### src/rtl/adder_acc_ctrl.sv
// Streaming accumulator controller around a ripple-carry adderN; sums len operands and reports sum plus carry count.
// Optional build macro: ADDER_ACC_SAT_EN clamps the accumulator at all-ones on any carry-out instead of wrapping.

module adderN #(
    parameter int WIDTH = 8
) (
    input  logic [WIDTH-1:0] a,
    input  logic [WIDTH-1:0] b,
    input  logic             cin,
    output logic [WIDTH-1:0] sum,
    output logic             cout
);

    always_comb begin
        logic carry;
        carry = cin;
        sum   = '0;
        for (int unsigned i = 0; i < WIDTH; i++) begin
            sum[i] = a[i] ^ b[i] ^ carry;
            carry  = (a[i] & b[i]) | (carry & (a[i] ^ b[i]));
        end
        cout = carry;
    end

endmodule

module adder_acc_ctrl #(
    parameter int WIDTH = 8,
    parameter int LEN_W = 8,
    parameter int CNT_W = 4
) (
    input  logic             clk,
    input  logic             reset,
    input  logic             start,
    input  logic [LEN_W-1:0] len,
    input  logic             in_valid,
    input  logic [WIDTH-1:0] in_data,
    output logic             in_ready,
    output logic             out_valid,
    input  logic             out_ready,
    output logic [WIDTH-1:0] out_sum,
    output logic [CNT_W-1:0] out_carry_cnt,
    output logic             busy
);

    typedef enum logic [1:0] {IDLE, ACCUM, DONE} state_t;

    state_t             state_q, state_d;
    logic [WIDTH-1:0]   acc;
    logic [CNT_W-1:0]   carry_cnt;
    logic [LEN_W-1:0]   remaining;
    logic [WIDTH-1:0]   add_sum;
    logic               add_cout;
    logic [WIDTH-1:0]   acc_next;
    logic               xfer;

    adderN #(.WIDTH(WIDTH)) u_adder (
        .a    (acc),
        .b    (in_data),
        .cin  (1'b0),
        .sum  (add_sum),
        .cout (add_cout)
    );

    assign xfer = in_valid && in_ready;

`ifdef ADDER_ACC_SAT_EN
    assign acc_next = add_cout ? '1 : add_sum;
`else
    assign acc_next = add_sum;
`endif

    always_comb begin
        state_d       = state_q;
        in_ready      = 1'b0;
        out_valid     = 1'b0;
        busy          = 1'b0;
        out_sum       = acc;
        out_carry_cnt = carry_cnt;
        case (state_q)
            IDLE: begin
                if (start) state_d = (len != '0) ? ACCUM : DONE;
            end
            ACCUM: begin
                in_ready = 1'b1;
                busy     = 1'b1;
                if (xfer && remaining == LEN_W'(1)) state_d = DONE;
            end
            DONE: begin
                out_valid = 1'b1;
                busy      = 1'b1;
                if (out_ready) state_d = IDLE;
            end
            default: state_d = IDLE;
        endcase
    end

    always_ff @(posedge clk) begin
        if (reset) begin
            state_q   <= IDLE;
            acc       <= '0;
            carry_cnt <= '0;
            remaining <= '0;
        end else begin
            state_q <= state_d;
            case (state_q)
                IDLE: begin
                    if (start) begin
                        acc       <= '0;
                        carry_cnt <= '0;
                        if (len != '0) remaining <= len;
                    end
                end
                ACCUM: begin
                    if (xfer) begin
                        acc       <= acc_next;
                        remaining <= remaining - LEN_W'(1);
                        // Counter sticks at all-ones once saturated.
                        if (add_cout && carry_cnt != '1) carry_cnt <= carry_cnt + CNT_W'(1);
                    end
                end
                default: ;
            endcase
        end
    end

endmodule

### config.mk
export PLATFORM = sky130hd
export DESIGN_NAME = adder_acc_ctrl
export DESIGN_NICKNAME = d
export VERILOG_FILES = /design/src/rtl/adder_acc_ctrl.sv
export SDC_FILE = /design/constraint.sdc
export NUM_CORES = 1
export LEC_CHECK = 0
export CORE_UTILIZATION = 48
export CTS_CLUSTER_DIAMETER = 30
export DETAILED_ROUTE_END_ITERATION = 6
export PLACE_DENSITY = 0.78
export SYNTH_ARGS = -nofsm -noshare
export SYNTH_HDL_FRONTEND = slang
export SYNTH_SLANG_ARGS = --single-unit
### constraint.sdc
create_clock -name clk -period 4.8 [get_ports clk]
set_clock_uncertainty 0.1 [all_clocks]
set_input_delay 0.72 -clock clk [delete_from_list [all_inputs] [get_ports clk]]
set_output_delay 0.72 -clock clk [all_outputs]
set_load 0.02 [all_outputs]
==> qor.yml <==
status: "completed"
synth_top_cell_area_share_pct: 31.0
max-slew-margin-rel_pct: 43.1
route.met3.wl_um: 116
initial_core_util_pct: 51.0
ys_seq_elements: 22
root_buffer: "clkbuf_4"
num_vias: 1315
synthTopCellsByCount: "22 x dfxtp_1, 20 x a21oi_1, 19 x inv_1"
dp_hpwl_um: 2440
drive_gt1_share_pct: 8.16
cts_setup_buffers: 0
drtIter0Drc: 50
wl_per_cell_um: 14.5
grt_usage_pct: 21.9
grt_pass1_vias: 1242
yosys_most_used_dff: "dfxtp_1"
dr.max_layer_used: "met4"
wl_met1_um: 1470
startpoint_type: "primary input"
nFillCells: 244
diodes: 0
path_clk_slew_ns: 0.13
dr.pass1.iters: 4
grt_max_degree: 24
die_w_um: 56.4
synthTopCellsByArea: "dfxtp_1 31%, fa_1 9.9%, a21oi_1 7.1%"
drc: 0
p_per_area_mw_per_mm2: 505
core-area_mm2: 0.00278
synthAdderAreaFrac_pct: 16.0
syn_to_final_growth_pct: 28.3
crit_slowest_cell: "clkdlybuf4s50_1"
yosysSeqAreaShare_pct: 31.0
postCtsHoldBufs: 0
fp.dieH_um: 56.4
arrival_ns: 4.62
clock.fmax_mhz: 224
h-tree-depth: 1
io_pins: 36
synth.avg_cell_area_um2: 8.70
peakVddDrop_mv: 0.341
endpoint_kind: "register"
path_cells: "clkdlybuf4s50_1 > ha_1 > inv_1 > fa_1 > fa_1 > fa_1 > fa_1 > inv_1 > fa_1 > fa_1 > inv_1 > fa_1 > a31oi_1 > o211ai_1 > or3_1 > a21oi_1"
slew_viol_final: 0
maxCapViolations: 0
viasPerCell: 5.79
grt-ovfl-total: 0
layout.nets: 232
cp_max_fo: 4
antenna_found_initial: 0
globalplace.congestion: 0.788
cpMostUsedCell: "fa_1"
hold_class: "register to register"
cts_tree: "done"
synth_xor_area_share_pct: 1.23
holdWs_ns: 0.384
synth_area_leader_cell: "dfxtp_1"
portBuffers: 35
worstMarginPinSlew_ns: 0.851
path_class: "primary input to register"
synth_cell_types: 43
p_leak_uw: 0.000652
rsz0062_at_grt: "no"
ys.warnings.count: 0
power.total_uw: 919
postRouteAntennaNets: 0
dieArea_mm2: 0.00318
synth_compound_area_share_pct: 24.7
cts_max_path_buffers: 2
timing.final.crit_share_pct: 92.9
finalSetupViolCount: 0
synth_most_common_cell: "dfxtp_1"
wl_um: 3280
synth_edf_count: 0
utilization_pct: 65.5
hold_viol: 0
clock_latency_ns: 0.32
synthCells: 163
rows: 19
muxShareOfSynthArea_pct: 0.794
async_flop_share_pct: 0
syn_nets: 198
synth-simple-area-share_pct: 18.7
synth_top_family_by_area: "compound AO/OA/AOI/OAI gates"
cts_made_buffers: 3
clock-sinks: 22
wl_met2_um: 1640
worst_ep_required_time_ns: 4.96
grt_pass1_wl_um: 5480
synth_area_mm2: 0.00142
min_period_ns: 4.46
post_cts_resized: 0
max_stage_delay_ns: 0.46
-- layout make-up --
| type | count | area (µm²) | area share (%) |
|---|---|---|---|
| clock buffers | 4 | 36.3 | 1.99 |
| inverters | 20 | 75.1 | 4.12 |
| multi-input cells | 114 | 872 | 47.9 |
| flip-flops and latches | 22 | 440 | 24.2 |
| well taps | 31 | 38.8 | 2.13 |
| repair buffers | 36 | 358 | 19.7 |
-- kinds of logic after synthesis --
kind of cell / after synthesis
compound gates: 49
xor+xnor: 2
fa+ha+maj: 14
buf+inv: 27
flops: 22
mux: 1
simple gates: 48
-- path summary, 6_finish.rpt --
path	start	end	slack [ns]	cells after the start
setup / recovery	in_data[0]	out_carry_cnt[3]	0.34	16
setup reg to reg	out_sum[0]	out_carry_cnt[3]	0.81	15
hold reg to reg	out_sum[3]	out_sum[3]	0.38	2
hold / removal	out_sum[3]	out_sum[3]	0.38	2
-- metal layers --
| metal | vias up | global-route usage (%) |
|---|---|---|
| met2 | 31 | 37.6 |
| met5 | - | 0 |
| met4 | 0 | 10.1 |
| li1 | 643 | - |
| met1 | 636 | 27.4 |
| met3 | 5 | 2.76 |
-- metrics by stage --
stage,std cells,worst slack [ns],TNS [ns],instance area [µm²]
3_5_place_dp,223,-0.0234,-0.0234,1780
4_1_cts,227,0.328,0,1820
2_1_floorplan,163,0.639,0,1420
6_report,227,0.342,0,1820
3_3_place_gp,223,0.138,0,1780
5_1_grt,227,0.160,0,1820
-- sequential cells by signal, indices dropped and copies added (netlist names) --
name	flops
out_sum	8
remaining	8
out_carry_cnt	4
state_q	2
-- critical path: cells and delay by family --
kind                       cells  cell delay, ns
and+or+nand+nor                1            0.38
adders and majority gates      8            2.36
buffers and inverters          4            0.62
AOI/OAI and AO/OA              3            0.53
-- where the power goes --
group	switching (µW)	internal [µW]	total (µW)
registers	47.9	232	280
logic	308	222	530
clock network	61.8	46.5	108
total	418	501	919
-- cell usage in the layout (no fill, tap or decap), drive strengths merged, types with 2 or more instances in the layout --
master | netlist | final
nand3 | 4 | 4
dfxtp | 22 | 22
fa | 7 | 7
nor2 | 5 | 5
or3 | 9 | 9
o32ai | 3 | 3
a21oi | 21 | 21
o21a | 2 | 2
a211oi | 2 | 2
inv | 20 | 20
nand2 | 12 | 12
nor3 | 2 | 2
nor2b | 3 | 3
clkbuf | 5 | 4
clkdlybuf4s50 | 0 | 35
nor4 | 2 | 2
ha | 7 | 7
o2111ai | 2 | 2
o21ai | 8 | 8
nand2b | 4 | 4
xor2 | 2 | 2
or4 | 4 | 4
Note: power is estimated with default switching activity, not from simulation.
